--- config.mk ---
export PLATFORM = sky130hd
export DESIGN_NAME = normalizer_32bit_flat
export DESIGN_NICKNAME = d
export VERILOG_FILES = /design/src/rtl/normalizer_pkg.sv /design/src/rtl/normalizer_32bit_if.sv /design/src/rtl/normalizer_step.sv /design/src/rtl/normalizer_32bit.sv /design/src/flat_wrapper.sv
export SDC_FILE = /design/constraint.sdc
export NUM_CORES = 1
export LEC_CHECK = 0
export CAP_MARGIN = 20
export CORE_ASPECT_RATIO = 2
export CORE_MARGIN = 1
export CORE_UTILIZATION = 40
export DETAILED_ROUTE_END_ITERATION = 16
export PLACE_DENSITY = 0.58
export SETUP_SLACK_MARGIN = 0.05
export SKIP_CTS_REPAIR_TIMING = 1
export SYNTH_ARGS = -nofsm -noshare
export SYNTH_HDL_FRONTEND = slang
export SYNTH_SLANG_ARGS = --single-unit
--- constraint.sdc ---
create_clock -name clk -period 10.83 [get_ports clk]
set_input_delay 1.6245 -clock clk [delete_from_list [all_inputs] [get_ports clk]]
set_output_delay 1.6245 -clock clk [all_outputs]
set_load 0.005 [all_outputs]
--- src/rtl/normalizer_pkg.sv ---
`default_nettype none
// ============================================================================
//  Module      : normalizer_pkg
//  Description : Shared constants for the 32-bit CLZ/CTZ normalizer: FSM
//                state codes, operation modes and binary-search step limits.
//  Revision    : 1.0 - initial release
// ============================================================================
package normalizer_pkg;

    localparam int DATA_W = 32;
    localparam int CNT_W  = 6;

    // FSM state encoding
    localparam logic [1:0] S_IDLE   = 2'd0;
    localparam logic [1:0] S_SEARCH = 2'd1;
    localparam logic [1:0] S_DONE   = 2'd2;

    // Operation select; any mode with bit 1 set is reserved (pass-through)
    localparam logic [1:0] MODE_CLZ = 2'b00;
    localparam logic [1:0] MODE_CTZ = 2'b01;

    // Binary-search steps run 0..STEP_LAST with widths 16,8,4,2,1
    localparam logic [2:0] STEP_LAST = 3'd4;

    // True for the two modes that actually shift the operand
    function automatic logic is_norm_mode(input logic [1:0] mode);
        return (mode == MODE_CLZ) || (mode == MODE_CTZ);
    endfunction

endpackage
`default_nettype wire

--- src/rtl/normalizer_32bit_if.sv ---
`default_nettype none
// ============================================================================
//  Module      : normalizer_32bit_if
//  Description : Request/result handshake bundle for normalizer_32bit.
//                master = requester/consumer side, slave = normalizer side.
//  Revision    : 1.0 - initial release
// ============================================================================
interface normalizer_32bit_if;

    logic        in_valid;
    logic        in_ready;
    logic [31:0] data_in;
    logic [1:0]  mode;
    logic        out_valid;
    logic        out_ready;
    logic [31:0] data_out;
    logic [5:0]  count;
    logic        zero;

    modport master (
        output in_valid, data_in, mode, out_ready,
        input  in_ready, out_valid, data_out, count, zero
    );

    modport slave (
        input  in_valid, data_in, mode, out_ready,
        output in_ready, out_valid, data_out, count, zero
    );

endinterface
`default_nettype wire

--- src/rtl/normalizer_step.sv ---
`default_nettype none
// ============================================================================
//  Module      : normalizer_step
//  Description : One combinational binary-search step of the normalizer.
//                Tests a window of width 16>>step at the MSB end (CLZ) or
//                LSB end (CTZ); if the window is all zeros the word is shifted
//                past it and the window width is reported as the increment.
//  Revision    : 1.0 - initial release
// ============================================================================
module normalizer_step
    import normalizer_pkg::*;
(
    input  wire logic [31:0] i_working,
    input  wire logic [2:0]  i_step,
    input  wire logic [1:0]  i_mode,
    output logic      [31:0] o_next_working,
    output logic      [5:0]  o_count_inc
);

    logic [5:0] w_width;
    logic [5:0] w_keep;

    assign w_width = 6'd16 >> i_step;
    // Number of bits outside the tested window
    assign w_keep  = 6'd32 - w_width;

    // Shift past an all-zero window; reserved modes leave the word untouched
    always_comb begin
        o_next_working = i_working;
        o_count_inc    = 6'd0;
        case (i_mode)
            MODE_CLZ: begin
                if ((i_working >> w_keep) == 32'd0) begin
                    o_next_working = i_working << w_width;
                    o_count_inc    = w_width;
                end
            end
            MODE_CTZ: begin
                if ((i_working << w_keep) == 32'd0) begin
                    o_next_working = i_working >> w_width;
                    o_count_inc    = w_width;
                end
            end
            default: begin
                o_next_working = i_working;
                o_count_inc    = 6'd0;
            end
        endcase
    end

endmodule
`default_nettype wire

--- src/rtl/normalizer_32bit.sv ---
`default_nettype none
// ============================================================================
//  Module      : normalizer_32bit
//  Description : Multi-cycle 32-bit leading/trailing zero normalizer.
//                Accepts one operand in IDLE, runs five binary-search steps
//                in SEARCH, then presents the registered result in DONE until
//                the consumer takes it. Fixed 5-edge accept-to-result latency.
//  Revision    : 1.0 - initial release
// ============================================================================
module normalizer_32bit
    import normalizer_pkg::*;
(
    input  wire logic          clk,
    input  wire logic          rst,
    normalizer_32bit_if.slave  bus
);

    logic [1:0]  r_state;
    logic [2:0]  r_step;
    logic [31:0] r_working;
    logic [1:0]  r_mode;
    logic [5:0]  r_acc;
    logic [31:0] r_data_out;
    logic [5:0]  r_count;
    logic        r_zero;

    logic [31:0] w_next_working;
    logic [5:0]  w_count_inc;
    logic        w_zero_result;

    normalizer_step u_step (
        .i_working      (r_working),
        .i_step         (r_step),
        .i_mode         (r_mode),
        .o_next_working (w_next_working),
        .o_count_inc    (w_count_inc)
    );

    // A shifting mode that ends with an empty word can only have started at 0;
    // the search alone stops at 31, so this case is forced to 32 below.
    assign w_zero_result = is_norm_mode(r_mode) && (w_next_working == 32'd0);

    assign bus.in_ready  = (r_state == S_IDLE) && !rst;
    assign bus.out_valid = (r_state == S_DONE);
    assign bus.data_out  = r_data_out;
    assign bus.count     = r_count;
    assign bus.zero      = r_zero;

    // Control FSM, search datapath and registered result
    always_ff @(posedge clk or posedge rst) begin
        if (rst) begin
            r_state    <= S_IDLE;
            r_step     <= 3'd0;
            r_working  <= 32'd0;
            r_mode     <= MODE_CLZ;
            r_acc      <= 6'd0;
            r_data_out <= 32'd0;
            r_count    <= 6'd0;
            r_zero     <= 1'b0;
        end else begin
            case (r_state)
                S_IDLE: begin
                    if (bus.in_valid) begin
                        r_working <= bus.data_in;
                        r_mode    <= bus.mode;
                        r_acc     <= 6'd0;
                        r_step    <= 3'd0;
                        r_state   <= S_SEARCH;
                    end
                end
                S_SEARCH: begin
                    r_working <= w_next_working;
                    r_acc     <= r_acc + w_count_inc;
                    r_step    <= r_step + 3'd1;
                    if (r_step == STEP_LAST) begin
                        r_step  <= 3'd0;
                        r_state <= S_DONE;
                        if (w_zero_result) begin
                            r_data_out <= 32'd0;
                            r_count    <= 6'd32;
                            r_zero     <= 1'b1;
                        end else begin
                            r_data_out <= w_next_working;
                            r_count    <= r_acc + w_count_inc;
                            r_zero     <= 1'b0;
                        end
                    end
                end
                S_DONE: begin
                    if (bus.out_ready) begin
                        r_state <= S_IDLE;
                    end
                end
                default: begin
                    r_state <= S_IDLE;
                end
            endcase
        end
    end

endmodule
`default_nettype wire
--- src/flat_wrapper.sv ---
// flat-port wrapper written by rule: the top's interface ports become plain ports
module normalizer_32bit_flat import normalizer_pkg::*;
  (clk, rst, bus_in_valid, bus_data_in, bus_mode, bus_out_ready, bus_in_ready, bus_out_valid, bus_data_out, bus_count, bus_zero);
  normalizer_32bit_if bus_i ();
  input  wire logic clk;
  input  wire logic rst;
  input wire logic [$bits(bus_i.in_valid)-1:0] bus_in_valid;
  input wire logic [$bits(bus_i.data_in)-1:0] bus_data_in;
  input wire logic [$bits(bus_i.mode)-1:0] bus_mode;
  input wire logic [$bits(bus_i.out_ready)-1:0] bus_out_ready;
  output wire logic [$bits(bus_i.in_ready)-1:0] bus_in_ready;
  output wire logic [$bits(bus_i.out_valid)-1:0] bus_out_valid;
  output wire logic [$bits(bus_i.data_out)-1:0] bus_data_out;
  output wire logic [$bits(bus_i.count)-1:0] bus_count;
  output wire logic [$bits(bus_i.zero)-1:0] bus_zero;
  assign bus_i.in_valid = bus_in_valid;
  assign bus_i.data_in = bus_data_in;
  assign bus_i.mode = bus_mode;
  assign bus_i.out_ready = bus_out_ready;
  assign bus_in_ready = bus_i.in_ready;
  assign bus_out_valid = bus_i.out_valid;
  assign bus_data_out = bus_i.data_out;
  assign bus_count = bus_i.count;
  assign bus_zero = bus_i.zero;
  normalizer_32bit u_core (.clk(clk), .rst(rst), .bus(bus_i));
endmodule
==> results.yml, run 1 <==
route:
  drt-wirelength-per-cell_um: 33.7
  vias: 11400
  drc: 0
  via_per_inst: 7.16
  drt_iter0_markers: 1454
  firstDrtPassIters: 6
  wirelength_um: 53800
  ant_nets: 0
clock_tree:
  cts_tree: "yes"
  cts_max_level: 3
  clkTransAtPathRegs_ns: 0.07
  cts_made_buffers: 9
  cts_root_buf: "clkbuf_16"
  clk_latency_ns: 0.36
  cts.sinks: 84
  cts_buffer_depth: 2
sta:
  fin_ws_ns: 3.63
  max_slew.worst_pin.slew_ns: 1.25
  rsz0062_at_grt: "false"
  finalSetupViolCount: 0
  hold_viol: 0
  finClkSkew_ns: 0.0118
  tns_ns: 0
  period_needed_ns: 7.20
  slew_violations: 0
  fmax_ghz: 0.139
  slew_headroom_pct: 16.7
  fin_crit_sh_pct: 66.5
finish:
  final_cell_area_um2: 10900
  n_fill_cell: 2475
  fin_nets: 1351
  drive_gt1_share_pct: 10.9
  fin_cells: 1596
  regArea_um2: 2110
  area_growth_pct: 12.5
  multi_input_area_um2: 6920
synthesis:
  syn_inst: 1314
  ys_types: 99
  yosys.area.top_type: "dfrtp_1"
  synth.top_cell.area_share_pct: 21.6
  yosys-top-cells-area: "dfrtp_1 22%, mux2i_1 7.0%, o21ai_0 6.6%, nand2_1 6.0%, nor2_1 4.7%"
  synth_seq_cells: 84
  syn-num-nets: 1363
  synth_async_sr_flop_share_pct: 100
  synth_edf_count: 0
  synthFlopType: "dfrtp_1"
  yosysSeqAreaShare_pct: 21.6
  yosysWarnings: 0
  syn_area_um2: 9720
  synth.avg_cell_area_um2: 7.40
  yosysMostFrequentCell: "nand2_1"
  synthTopCellsByCount: "156 x nand2_1, 129 x o21ai_0, 123 x nor2_1"
die:
  dieArea_um2: 25000
  row_count: 80
  core_area_um2: 23800
  ios: 79
  start_util_pct: 40.8
  die_x_um: 112
  fp.dieH_um: 222
run_status:
  outcome: "finished, final reports clean"
hold_path:
  hold_class: "flop to flop"
place:
  place_hpwl_um: 39500
  port_buffers: 78
  post-place-cells: 1576
  place_ws_ns: 3.77
  gp_congestion: 1.08
  dpl_cell_area_um2: 10600
grt:
  overflow: 0
  antenna_found_initial: 2
  grt_max_degree: 77
  grt_usage_pct: 43.8
  grt_pass1_vias: 11200
  grt_pass1_wl_um: 78300
critical_path:
  cp.required_ns: 11.06
  critPathMaxFanout: 76
  cp.arrival_ns: 7.43
  path_class: "flop to flop"
  end_kind: "flop"
  worstSetupStartpointType: "flop"
run:
  drv_cap: 0
-- worst paths after layout --
path | startpoint | slack, ns | cells after the start | to
setup / recovery | u_core.r_step[0]$_DFFE_PP0P_ | 3.63 | 17 | u_core.bus.count[2]$_DFFE_PP0P_
hold / removal | u_core.bus.data_out[26]$_DFFE_PP0P_ | 0.48 | 1 | u_core.bus.data_out[26]$_DFFE_PP0P_
setup reg to reg | u_core.r_step[0]$_DFFE_PP0P_ | 3.63 | 17 | u_core.bus.count[2]$_DFFE_PP0P_
hold reg to reg | u_core.bus.data_out[26]$_DFFE_PP0P_ | 0.48 | 1 | u_core.bus.data_out[26]$_DFFE_PP0P_
max in group asynchronous | rst | 7.99 | 3 | u_core.r_step[2]$_DFFE_PP0P_
min in group asynchronous | rst | 1.53 | 2 | u_core.r_state[1]$_DFFE_PP0P_
-- area by class of cell --
class,instances,share of cell area (%)
Multi-Input combinational cell,1058,63.2
Sequential cell,84,19.3
Timing Repair Buffer,129,10.6
Tap cell,287,3.28
Clock buffer,9,2.06
Clock inverter,7,0.835
Inverter,20,0.698
Antenna cell,2,0.0458
-- critical path, stage by stage (launching register included) --
cell and delay, ns:
dfrtp_1 0.42, ha_1 0.78, ha_4 0.52, buf_4 0.70, a21bo_2 0.30, a2111oi_2 0.34, o211a_2 0.27, a221oi_1 0.10
o211ai_2 0.41, a21oi_2 0.09, buf_4 0.23, a21o_1 0.28, a21o_4 0.31, a221oi_1 1.07, and4b_1 0.37, nand4_1 0.14
nor4_4 0.54, nor2_1 0.10
-- per-stage QoR --
stage               utilization (%)  hold WS (ns)
detailed placement             44.5         0.470
finish                         45.9         0.483
floorplan                         -         0.473
CTS                            45.8         0.490
global placement               44.5         0.468
global route                   45.9         0.511
-- metal layers --
| layer | global-route usage (%) | share of wire (%) | vias to the layer above |
|---|---|---|---|
| met4 | 42.2 | 11 | 0 |
| met5 | 0 | 0 | - |
| met1 | 45.4 | 33 | 5497 |
| li1 | - | - | 4899 |
| met2 | 72.2 | 48 | 749 |
| met3 | 9.55 | 7.8 | 275 |
-- placed cells by master (no fill, tap or decap), types with 24 or more instances in the layout --
| master | instances |
|---|---|
| nand2_1 | 155 |
| o21ai_0 | 128 |
| nor2_1 | 122 |
| dfrtp_1 | 83 |
| a21oi_1 | 80 |
| clkdlybuf4s50_1 | 78 |
| mux2i_1 | 68 |
| buf_4 | 48 |
| a22oi_1 | 40 |
| a211oi_1 | 39 |
| nor3_1 | 31 |
| nand3_1 | 25 |
| mux2_2 | 24 |
-- cells by family after synthesis --
group	share of synthesized area [%]
flip-flops	21.6
buffers and inverters	7.55
XOR/XNOR	0.540
adder cells (fa/ha/maj)	1.49
AO/OA/AOI/OAI	33.9
AND/OR/NAND/NOR	22.9
multiplexers	12.0
-- flip-flops by register name, indices dropped and copies added (netlist names) --
register and count:
u_core.bus.count 6, u_core.bus.data_out 32, u_core.bus.zero 1, u_core.r_acc 6
u_core.r_mode 2, u_core.r_state 2, u_core.r_step 3, u_core.r_working 32
Power of run 1 is not shown: default switching activity piles up to over one toggle a cycle in this logic, so the estimate is an artifact.
==> run 2, diff against run 1 <==
clock period = 7 ns   (was 10.83 ns; I/O delays follow)
==> run 2 against run 1 <==
  * Sequential share of layout area fell by 0.13 points
  * Via count rose by 1.5%
  * Wire length rose by 3.2%
  * Die area did not move
  * Setup slack got worse by 3.0 ns
  * Cell count rose by 0.31%
  * Global-route usage rose by 1.1 points
  * Utilization rose by 0.30 points
  * Highest routed layer is now met5
  * Fmax rose by 12%
  * Sequential cell count did not move
  * Register-to-register slack got worse by 3.0 ns
  * Critical path type unchanged
  * Clock skew rose by 0.0012 ns
==> results.yml, run 2 (synthesis gave the netlist of run 1 again) <==
die:
  core_area_um2: 23800
  dieArea_um2: 25000
  die_x_um: 112
  ios: 79
  fp.dieH_um: 222
  start_util_pct: 40.8
  row_count: 80
critical_path:
  end_kind: "flop"
  critical_path.cell_chain: "ha_1 > ha_4 > inv_2 > a221o_1 > a21oi_1 > o211ai_1 > a21oi_1 > and4bb_4 > and2_1 > nor3_1 > or2_2 > a221oi_1 > nand4b_1 > nor4_4 > nor2_1"
  worstSetupStartpointType: "flop"
  critPathMaxFanout: 47
  cp.arrival_ns: 6.63
  cp.required_ns: 7.23
  cp_slowest_cell: "ha_1"
  slowest_delay_ns: 0.74
  path_class: "flop to flop"
  cpMostUsedCell: "a21oi_1"
finish:
  regArea_um2: 2110
  area_growth_pct: 13.2
  multi_input_area_um2: 6920
  n_fill_cell: 2475
  final_common_cell: "nand2_1"
  drive_gt1_share_pct: 11.3
  fin_nets: 1357
  layout_common_cells: "155 x nand2_1, 129 x o21ai_0, 122 x nor2_1, 83 x dfrtp_1, 80 x a21oi_1"
place:
  place_hpwl_um: 41100
  port_buffers: 78
  gp_congestion: 1.07
sta:
  rsz0062_at_grt: "false"
  tns_ns: 0
  fin_crit_sh_pct: 91.5
  period_needed_ns: 6.40
  fmax_ghz: 0.156
  max_slew.worst_pin.slew_ns: 1.17
  hold_viol: 0
  slew_headroom_pct: 21.7
  finClkSkew_ns: 0.0131
  slew_violations: 0
  finalSetupViolCount: 0
clock_tree:
  cts_tree: "yes"
  cts_made_buffers: 9
  clkTransAtPathRegs_ns: 0.07
  cts_buffer_depth: 2
  cts.sinks: 84
  cts_root_buf: "clkbuf_16"
  cts_max_level: 3
  clk_latency_ns: 0.36
route:
  wirelength_um: 55500
  via_per_inst: 7.24
  drt-wirelength-per-cell_um: 34.7
  vias: 11600
  firstDrtPassIters: 6
  drc: 0
  drt_iter0_markers: 1554
  ant_nets: 0
grt:
  grt_usage_pct: 44.9
  grt_pass1_vias: 11200
  grt_max_degree: 90
  antenna_found_initial: 3
  grt_pass1_wl_um: 80000
  overflow: 0
run:
  drv_cap: 0
hold_path:
  hold_class: "flop to flop"
run_status:
  outcome: "finished, final reports clean"
-- run 2: cell type report --
cell class	count	area share, %
clock buffers	10	2.08
flip-flops and latches	84	19.1
diodes	1	0.0227
inverters	20	0.693
repair buffers	135	11.1
clock inverters	6	0.864
well taps	287	3.26
multi-input cells	1058	62.9
-- run 2: path summary, 6_finish.rpt --
check | startpoint | end | slack [ns] | cells past startpoint
setup / recovery | u_core.r_step[0]$_DFFE_PP0P_ | u_core.bus.count[4]$_DFFE_PP0P_ | 0.60 | 15
hold / removal | u_core.bus.data_out[20]$_DFFE_PP0P_ | u_core.bus.data_out[20]$_DFFE_PP0P_ | 0.49 | 2
setup reg to reg | u_core.r_step[0]$_DFFE_PP0P_ | u_core.bus.count[4]$_DFFE_PP0P_ | 0.60 | 15
hold reg to reg | u_core.bus.data_out[20]$_DFFE_PP0P_ | u_core.bus.data_out[20]$_DFFE_PP0P_ | 0.49 | 2
max in group asynchronous | rst | u_core.r_step[2]$_DFFE_PP0P_ | 4.81 | 3
min in group asynchronous | rst | u_core.r_state[0]$_DFFE_PP0P_ | 0.94 | 2
-- run 2: worst max-delay path, delay by kind of cell, from the launching register on --
kind | cells | cell delay, ns
buffers and inverters | 1 | 0.15
AND/OR/NAND/NOR | 7 | 2.44
adder cells (fa/ha/maj) | 2 | 1.38
AO/OA/AOI/OAI | 5 | 1.83
flip-flops | 1 | 0.42
-- run 2: per-layer routing --
layer,track usage [%],vias up,wire length [µm]
li1,-,4930,-
met3,10.9,288,4380
met1,45.2,5592,18000
met5,1.62,-,75
met2,74.2,778,26600
met4,44.2,6,6540
-- run 2: metrics by stage --
| stage | utilization [%] | instances | setup slack [ns] | area [µm²] | hold WS [ns] |
|---|---|---|---|---|---|
| 2_1_floorplan | - | 1314 | 1.91 | 9720 | 0.473 |
| 5_1_grt | 46.2 | 1600 | 0.369 | 11000 | 0.512 |
| 3_5_place_dp | 44.7 | 1581 | 0.773 | 10700 | 0.469 |
| 4_1_cts | 46.1 | 1597 | 0.745 | 11000 | 0.484 |
| 3_3_place_gp | 44.7 | 1581 | 0.753 | 10700 | 0.465 |
| 6_report | 46.2 | 1601 | 0.597 | 11000 | 0.485 |
Power of run 2 is left out for the same reason.
==> run 3, diff against run 2 <==
CORE_UTILIZATION = 25   (was 40)
CTS_BUF_LIST = sky130_fd_sc_hd__clkbuf_16   (was not set)
PLACE_DENSITY = 0.41   (was 0.58)
==> run 3 against run 2 <==
  * Count of clock-buffer cells in the layout decreased by 1
  * Cell count increased by 15%
  * Sequential cell count unchanged
  * Wire length increased by 13%
  * First-iteration DRC count decreased by 24%
  * Design area increased by 3.5%
  * Non-clock buffer count increased by 13
  * Utilization decreased by 16 points
  * Setup slack improved by 0.053 ns
==> results.yml, run 3 (synthesis gave the netlist of run 1 again) <==
route:
  drt_iter0_markers: 1188
  ant_nets: 0
  drt-wirelength-per-cell_um: 34.1
  drc: 0
  firstDrtPassIters: 6
  vias: 11400
  via_per_inst: 6.18
  wirelength_um: 62900
clock_tree:
  cts_made_buffers: 9
  clkTransAtPathRegs_ns: 0.08
  cts_max_level: 3
  cts_root_buf: "clkbuf_16"
  cts_tree: "yes"
  clk_latency_ns: 0.37
  cts_buffer_depth: 2
  cts.sinks: 84
sta:
  rsz0062_at_grt: "false"
  hold_viol: 0
  slew_headroom_pct: 25.0
  fmax_ghz: 0.157
  slew_violations: 0
  fin_crit_sh_pct: 90.7
  tns_ns: 0
  finClkSkew_ns: 0.0203
  period_needed_ns: 6.35
  fin_ws_ns: 0.650
  finalSetupViolCount: 0
  max_slew.worst_pin.slew_ns: 1.11
critical_path:
  rrSetupSlack_ns: 0.65
  cp.required_ns: 7.21
  crit_start: "u_core.r_step[0]$_DFFE_PP0P_"
  critical_path.cell_chain: "inv_1 > ha_4 > buf_12 > nand2_2 > buf_4 > a21oi_1 > o211ai_1 > a21oi_1 > and4bb_4 > and2_1 > nor3_1 > or2_2 > a221oi_1 > nand4b_1 > nor4_4 > a21oi_1"
  critPathBufInv: 3
  r2r-start: "u_core.r_step[0]$_DFFE_PP0P_"
  worstSetupStartpointType: "flop"
  worstRegToRegCells: 16
  crit-reg2reg-capture: "u_core.bus.count[0]$_DFFE_PP0P_"
  crit_family: "simple AND/OR/NAND/NOR gates"
  critPathMaxFanout: 85
  crit_cells: 16
  path_class: "flop to flop"
  cp_slowest_cell: "a221oi_1"
  end_kind: "flop"
  cpMostUsedCell: "a21oi_1"
  slowest_delay_ns: 0.85
  endpoint: "u_core.bus.count[0]$_DFFE_PP0P_"
  cp.arrival_ns: 6.56
place:
  place_hpwl_um: 47200
  gp_congestion: 1.02
  place_ws_ns: 0.668
  port_buffers: 78
hold_path:
  hold_class: "flop to flop"
grt:
  grt_pass1_wl_um: 88300
  grt_max_degree: 99
  overflow: 0
  grt_pass1_vias: 11200
  antenna_found_initial: 0
  grt_usage_pct: 32.1
die:
  dieArea_um2: 39700
  row_count: 101
  ios: 79
  core_area_um2: 38200
  start_util_pct: 25.5
  die_x_um: 141
  fp.dieH_um: 281
finish:
  fin_nets: 1370
  diodes: 0
  layout_common_cells: "155 x nand2_1, 129 x o21ai_0, 122 x nor2_1, 83 x dfrtp_1, 80 x a21oi_1"
  area_growth_pct: 17.2
  drive_gt1_share_pct: 12.2
  final_common_cell: "nand2_1"
run_status:
  outcome: "finished, final reports clean"
run:
  drv_cap: 0
==> run 3: cell count changes in the layout (fill, tap and decap cells not counted), moves of 2 or more <==
cell,change
buf_12,+2
clkbuf_4,-2
clkinv_8,+2
buf_4,+12
inv_6,+2
clkinvlp_4,-2
bufinv_16,-2
==> run 3: how the worst min path moves through the flow <==
| stage | from | slack (ns) | end | cells past startpoint |
|---|---|---|---|---|
| 2_1_floorplan | u_core.bus.data_out[0]$_DFFE_PP0P_ | 0.47 | u_core.bus.data_out[0]$_DFFE_PP0P_ | 2 |
| 3_3_place_gp | u_core.bus.data_out[5]$_DFFE_PP0P_ | 0.47 | u_core.bus.data_out[5]$_DFFE_PP0P_ | 2 |
| 3_5_place_dp | u_core.bus.data_out[26]$_DFFE_PP0P_ | 0.47 | u_core.bus.data_out[26]$_DFFE_PP0P_ | 1 |
| 4_1_cts | u_core.bus.data_out[14]$_DFFE_PP0P_ | 0.49 | u_core.bus.data_out[14]$_DFFE_PP0P_ | 2 |
| 5_1_grt | u_core.bus.data_out[26]$_DFFE_PP0P_ | 0.50 | u_core.bus.data_out[26]$_DFFE_PP0P_ | 1 |
| 6_report | u_core.bus.data_out[14]$_DFFE_PP0P_ | 0.48 | u_core.bus.data_out[14]$_DFFE_PP0P_ | 2 |
==> run 3: area by class of cell <==
| cell class | count | area [µm²] |
|---|---|---|
| fillers | 4322 | 26800 |
| multi-input cells | 1058 | 6930 |
| flip-flops and latches | 84 | 2110 |
| repair buffers | 148 | 1340 |
| well taps | 515 | 644 |
| clock buffers | 9 | 225 |
| clock inverters | 7 | 78.8 |
| inverters | 20 | 77.6 |
==> run 3: tightest hold or removal path, cell delays in order, from the launching register on <==
cell	delay, ns
dfrtp_1	0.34
nand2_1	0.04
o21ai_0	0.06
==> run 3: per-layer routing <==
layer	global-route usage [%]	vias to the layer above	part of all wire, %
li1	-	4943	-
met1	33.7	5627	34
met2	56.9	588	50
met3	3.58	226	5.0
met4	26.9	0	10
met5	0	-	0
==> run 3: through the flow <==
| stage | instance area, µm² | hold WS, ns | utilization [%] | std cells |
|---|---|---|---|---|
| 6_report | 11400 | 0.483 | 29.9 | 1841 |
| 5_1_grt | 11400 | 0.498 | 29.9 | 1841 |
| 4_1_cts | 11400 | 0.490 | 29.9 | 1840 |
| 3_5_place_dp | 11100 | 0.472 | 29.1 | 1824 |
| 3_3_place_gp | 11100 | 0.473 | 29.0 | 1822 |
| 2_1_floorplan | 9720 | 0.473 | - | 1314 |
Power of run 3 is left out for the same reason.
